### src/rtl/dmem_bridge_pkg.sv
// Shared definitions for the core data-memory bridge: FSM encoding,
// default response timeout and the word-alignment helper.
package dmem_bridge_pkg;

  localparam int unsigned DEFAULT_TIMEOUT = 64;

  typedef enum logic [1:0] {
    IDLE     = 2'd0,
    REQ      = 2'd1,
    WAIT_RSP = 2'd2,
    DONE     = 2'd3
  } state_e;

  function automatic logic is_word_aligned(input logic [31:0] a);
    return (a[1:0] == 2'b00);
  endfunction

endpackage

### src/rtl/dmem_bridge.sv
// Bridges the single-cycle core data port to a valid/ready memory with a
// response timeout; stalls the core via Dwait until the access completes.
module dmem_bridge
  import dmem_bridge_pkg::*;
#(
  parameter int unsigned TIMEOUT = DEFAULT_TIMEOUT
) (
  input  logic        clk,
  input  logic        reset,
  input  logic        memaccess,
  input  logic        memwrite,
  input  logic [31:0] addr,
  input  logic [31:0] wdata,
  output logic [31:0] rdata,
  output logic        Dwait,
  output logic        err,
  output logic        m_req_valid,
  input  logic        m_req_ready,
  output logic        m_we,
  output logic [31:0] m_addr,
  output logic [31:0] m_wdata,
  input  logic        m_rsp_valid,
  input  logic [31:0] m_rdata
);

  localparam logic [7:0] TO_LAST = 8'(TIMEOUT - 1);

  state_e      state_q;
  logic [7:0]  cnt_q;
  logic [31:0] rdata_q;
  logic        err_q;
  logic        m_req_valid_q;
  logic        m_we_q;
  logic [31:0] m_addr_q;
  logic [31:0] m_wdata_q;

  // Access sequencer; err_q doubles as the error flag and is only ever high in DONE.
  always_ff @(posedge clk or posedge reset) begin
    if (reset) begin
      state_q       <= IDLE;
      cnt_q         <= 8'd0;
      rdata_q       <= 32'd0;
      err_q         <= 1'b0;
      m_req_valid_q <= 1'b0;
      m_we_q        <= 1'b0;
      m_addr_q      <= 32'd0;
      m_wdata_q     <= 32'd0;
    end else begin
      case (state_q)
        IDLE: begin
          if (memaccess) begin
            if (is_word_aligned(addr)) begin
              m_we_q        <= memwrite;
              m_addr_q      <= addr;
              m_wdata_q     <= wdata;
              m_req_valid_q <= 1'b1;
              state_q       <= REQ;
            end else begin
              err_q   <= 1'b1;
              state_q <= DONE;
            end
          end
        end
        REQ: begin
          if (m_req_ready) begin
            m_req_valid_q <= 1'b0;
            cnt_q         <= 8'd0;
            state_q       <= WAIT_RSP;
          end
        end
        WAIT_RSP: begin
          // A response on the final counted cycle beats the timeout.
          if (m_rsp_valid) begin
            if (!m_we_q) begin
              rdata_q <= m_rdata;
            end
            state_q <= DONE;
          end else if (cnt_q == TO_LAST) begin
            err_q   <= 1'b1;
            rdata_q <= 32'd0;
            state_q <= DONE;
          end else begin
            cnt_q <= cnt_q + 8'd1;
          end
        end
        DONE: begin
          err_q   <= 1'b0;
          state_q <= IDLE;
        end
        default: begin
          err_q         <= 1'b0;
          m_req_valid_q <= 1'b0;
          state_q       <= IDLE;
        end
      endcase
    end
  end

  assign Dwait       = memaccess && (state_q != DONE);
  assign rdata       = rdata_q;
  assign err         = err_q;
  assign m_req_valid = m_req_valid_q;
  assign m_we        = m_we_q;
  assign m_addr      = m_addr_q;
  assign m_wdata     = m_wdata_q;

endmodule

### config.mk
export PLATFORM = sky130hd
export DESIGN_NAME = dmem_bridge
export DESIGN_NICKNAME = d
export VERILOG_FILES = /design/src/rtl/dmem_bridge_pkg.sv /design/src/rtl/dmem_bridge.sv
export SDC_FILE = /design/constraint.sdc
export NUM_CORES = 1
export LEC_CHECK = 0
export CORE_ASPECT_RATIO = 2
export CORE_MARGIN = 5
export CORE_UTILIZATION = 40
export CTS_CLUSTER_DIAMETER = 40
export DETAILED_ROUTE_END_ITERATION = 8
export PLACE_DENSITY = 0.76
export SETUP_SLACK_MARGIN = 0.5
export SKIP_LAST_GASP = 1
export SLEW_MARGIN = 20
export SYNTH_ARGS = -nofsm -noshare
export SYNTH_HDL_FRONTEND = slang
export SYNTH_SLANG_ARGS = --single-unit
### constraint.sdc
create_clock -name clk -period 4.8 [get_ports clk]
set_clock_uncertainty 0.05 [all_clocks]
set_input_delay 0.72 -clock clk [delete_from_list [all_inputs] [get_ports clk]]
set_output_delay 0.72 -clock clk [all_outputs]
set_load 0.01 [all_outputs]
# After elaboration in Yosys (flattened, before gate mapping)
# Index checks and enable logic that the tools add are counted.
# op_classes
n_addsub	1
eq_ne	14
muxes	22
reduce_logical	13
# ops
op	n
$mux W32	3
$mux W8	3
$ne A2 B2 Y1 const B	9
$pmux W8 S2	1
$mux W2	5
$reduce_and A3 Y1	3
$add A8 B1 Y8 const B	1
$eq A8 B6 Y1 const B	1
$pmux W2 S4	1
$reduce_and A4 Y1	2
$mux W1	7
$reduce_bool A2 Y1	3
$reduce_and A5 Y1	1
$eq A2 B2 Y1 const B	2
$logic_not A2 Y1	2
$ne A3 B3 Y1 const B	1
$pmux W1 S3	1
$reduce_bool A3 Y1	1
$eq A2 B1 Y1 const B	1
$pmux W1 S2	1
$logic_and A1 B1 Y1	1
# totals
reg_bits	109
in_bits	102
word_cells	58

# Logic depth before layout (Yosys ltp)
# depth
word_depth	4
depth_mapped	8
mapped_depth_nobuf	6

# Worst setup path after synthesis
# Ideal clock, no wire load.
# synth_path
path_type	in2reg
start	in addr[0]
end	reg m_wdata_q[11], in the netlist m_wdata[11]
setup_ns	0.125
t_arrival_ns	1.860
slack_ns	2.765
stages	6
path_cell_list	nor2_1 -> and3_1 -> clkbuf_1 -> buf_2 -> buf_2 -> mux2_2
# synth_via
elab_chain_cells	2
# synth_rtl
element	line_no	rtl
start, declared	dmem_bridge.sv:12	input logic [31:0] addr,
$logic_not A2 Y1	dmem_bridge_pkg.sv:15	return (a[1:0] == 2'b00);
$reduce_and A3 Y1 (no line)	--	
end signal, assigned	dmem_bridge.sv:55	m_wdata_q <= wdata;
end, declared	dmem_bridge.sv:35	logic [31:0] m_wdata_q;
# No other way between the ends.
# A chain may end at the register's enable or synchronous reset.

# Final worst setup path
# layout_path
start	in memaccess
end	out Dwait
# layout_via
elab_chain_cells	1
# layout_rtl
element	line_no	rtl
start, declared	dmem_bridge.sv:10	input logic memaccess,
$logic_and A1 B1 Y1	dmem_bridge.sv:99	assign Dwait = memaccess && (state_q != DONE);
end, declared	dmem_bridge.sv:15	output logic Dwait,
# No other way between the ends.

==> results.md <==
- The run finished with clean final reports.
- Across all setup checks in the final design, the least slack found is 2.134 ns.
- The tightest hold path in the finished design has a slack of 0.4471 ns.
- The standby leakage power is 2.942 nW.
- For this run, the slowest stage of the critical path takes 0.53 ns.
- In this run the cell area measured after placement is 6459 um^2.
- For this run, the number of Yosys warnings is 0.
- The kind of start point of the critical path is a primary input.
- The multi-input combinational cell area is 1501 um^2.
- Entering global routing, the biggest net connects 89 pins.
- The compound-gate portion of the synthesized area is 9.922%.
- The clock tree root driver cell is clkbuf_16.
- The remaining design rule violation count is 0.
- The number of buffers created by CTS is 9.
- The via count of the first global-routing pass is 3699.
- In this run the vertical extent of the chip is 157.1 um.
- The initial antenna violation count came to 0.
- Global routing finished with a remaining overflow of 0.
- The count of mapped cells out of synthesis is 301.
- The first-pass GRT wire length is 19.55 mm.
- The path type of the worst setup path is primary input to primary output.
- The cell family contributing the most delay on the critical path is buffers and inverters.
- The initial core utilization is 41.02%.
- The most frequent cell on the critical path is clkdlybuf4s50_1.
- The final estimated routing congestion in global placement is 0.8112.
- The power density over cell area is 615.2 nW/um^2.
- Setup repair after global routing left no endpoint under its margin.
- The number of nets with antenna violations after detailed routing is 0.
- The largest individual stage delay along the critical path comes from the cell clkdlybuf4s50_1.
- The most common flop cell mapped by yosys is dfrtp_1.
- The final route contains 3267 vias.
- The buffer depth of the longest clock path is 2.
- The fraction of synthesized cell area in xor and xnor cells is 0%.
- The count of buffer and inverter cells on the critical path is 2.
- Each instance of the synthesized netlist takes up on average 14.37 um^2.
- The worst setup path is captured at a primary output.
- The first element of the critical path is memaccess.
- Dividing the detail-routed wire length by the instance count gives 19.67 um.
- The worst path required time is 4.03 ns.
- Leaving out fill and tap cells, the most frequent cell in the layout is clkdlybuf4s50_1.
- Walking the worst path, the cells encountered are clkdlybuf4s50_1, nor2b_1, clkdlybuf4s50_1.
- The share of the clock period used by the worst path after layout is 55.54%.
- The arrival time at the worst endpoint is 1.90 ns.
- The area growth from synthesis to layout is 56.75%.
- The number of distinct library cells after synthesis is 36.
- The overall die area is 13120 um^2.
- In the final design database the tool counted 607 nets.
- The count of fill cells added during filler insertion is 816.
- The relative slew slack is 47.31%.
- The clock latency of the later-clocked register in the worst-skew pair is 0.34 ns.
- The portion of synthesized area spent on multiplexers is 17.33%.
- The worst hold-check path type is register to register.
- The number of endpoints with negative hold slack in the final report is 0.
- The sink count of the clock tree is 109.
- Global routing used 19.09% of the available tracks across all layers.
- For this design, the CTS-stage hold fixing added 0 buffers.
- Summing all flip-flop and latch instances after layout gives 2728 um^2.
- The post-synthesis async set-or-reset flop share is 100.0%.
- Gates resized during post-CTS repair numbered 0.
- The post-synth design cell area is 4325 um^2.
- Cells with a size suffix above 1 make up 18.25% of the layout.
- The summed negative setup slack over all endpoints is 0 ns.
- The wire-length estimate of the detail-placed layout is 9.553 mm.
- The number of nets in the synthesized netlist is 409.
- In this run the tool buffered the top-level ports with 201 buffer cells.
- The H-tree depth is 3.
- The total count of max-transition violations in the final report is 0.
- The synthesized-area fraction occupied by and/or/nand/nor cells is 5.583%.
- The first detailed-routing pass took 4 iterations.
- Summing the areas of all fa, ha and maj instances in the mapped netlist gives 1.736% of the synthesized area.
- The tool flagged a number of max-cap violations equal to 0.
- Setup violations remaining at the end of the flow were counted as 0.
- The biggest fanout along the worst timing path is 4.
- For this design the top-level I/O count stands at 202.
- The area of the core is 10540 um^2.
- The top cell types in the final layout, fill and taps aside, are clkdlybuf4s50_1 (201), dfrtp_1 (109), mux2_2 (63).
- After the first detailed-routing iteration, the DRC count stood at 164.
- The launching point of the worst reg2reg path is state_q[1].
- After clock tree synthesis, the clock-pin slew on the worst setup and hold paths is 0.07 ns.
- By area, the combinational part of the netlist is dominated by multiplexers.
- TritonCTS built the clock tree.
- For the pin with the worst max-slew slack, the measured transition is 0.7904 ns.
- The antenna diode instance count is 0.
- The upper clock frequency limit is 375.1 MHz.
- After detailed routing, the number of vias per cell comes to 5.097.
- The number of synthesized flops with an enable pin is 0.
- The worst-case setup slack after placement is 1.796 ns.
- The detailed-route wire length is 12.61 mm.
- The finished cells cover 6780 um^2.
- Buffers added to address setup during post-CTS repair amount to 0.
- VDD sags by at most 0.3411 mV.
- The minimum period implied by the final worst setup slack is 2.666 ns.
- After synthesis the netlist holds a flip-flop and latch count of 109.
- The worst hold path begins at cnt_q[3].
- The die width is 83.53 um.
- The fraction of the yosys area taken by sequential cells is 63.06%.
- In this run the core area contains 53 standard-cell rows.
-- per-stage QoR --
stage                     utilization, %  instances  power [mW]
final                              64.31        641       4.171
after global routing               64.31        641       4.401
after CTS                          64.27        641       4.222
after detailed placement           61.26        625       3.425
after global placement             61.26        625       3.358
after floorplan                        -        301       2.335
-- flip-flops by register name (all words and copies together), names as in the netlist --
| name | count |
|---|---|
| m_req_valid | 1 |
| m_we | 1 |
| rdata | 32 |
| state_q | 2 |
| m_wdata | 32 |
| cnt_q | 8 |
| err | 1 |
| m_addr | 32 |
-- power by group --
part	leakage, nW	internal, mW	switching (mW)
combinational	1.44	1.10	0.726
clock	0.150	0.439	0.343
sequential	1.35	1.33	0.235
total	2.94	2.87	1.30
-- cell families (layout without fill, tap and decap cells) --
family                   count (synthesis)  in the layout
multiplexers                            67             67
AO/OA/AOI/OAI                           54             54
AND/OR/NAND/NOR                         42             42
buffers and inverters                   23            226
adder cells (fa/ha/maj)                  6              6
flip-flops                             109            109
-- Yosys cell counts (4+ instances only) --
cell / instances / share of area (%)
mux2_2: 63 / 16
nor2b_1: 6 / 0.87
dfrtp_1: 109 / 63
nand4_1: 4 / 0.58
clkbuf_1: 9 / 0.78
mux2i_1: 4 / 0.93
nand2_1: 9 / 0.78
o21ai_0: 8 / 0.93
a22o_1: 32 / 6.5
ha_1: 6 / 1.7
buf_2: 7 / 0.81
inv_1: 6 / 0.52
nor2_1: 5 / 0.43
-- final cells by class --
class                           count  area share, %
Timing Repair Buffer              204          30.01
Multi-Input combinational cell    169          22.14
Inverter                            6         0.4060
Clock buffer                       11          3.728
Clock inverter                      5         0.9596
Tap cell                          137          2.528
Sequential cell                   109          40.23
-- worst register-to-register path, cell delays in order (launching register included) --
cell and delay, ns:
dfrtp_1 0.41, inv_1 0.13, ha_1 0.22, and3_2 0.48
buf_4 0.61, mux2_2 0.42
-- per-layer routing --
layer | track usage [%] | vias to the layer above | part of all wire, % | routed length, um
met3 | 4.557 | 33 | 4.9 | 623
met1 | 18.34 | 1626 | 33 | 4175
li1 | - | 1486 | - | -
met5 | 0 | - | 0 | 0
met4 | 10.51 | 0 | 4.6 | 580
met2 | 36.75 | 122 | 57 | 7231
-- final timing paths --
path | to | slack (ns) | cells past startpoint
hold reg to reg | cnt_q[3] | 0.45 | 1
hold / removal | cnt_q[3] | 0.45 | 1
setup reg to reg | m_addr[22] | 2.36 | 5
max in group asynchronous | rdata[25] | 3.01 | 3
min in group asynchronous | m_addr[25] | 0.85 | 2
setup / recovery | Dwait | 2.13 | 3
Power figures use the tool's default switching activity.
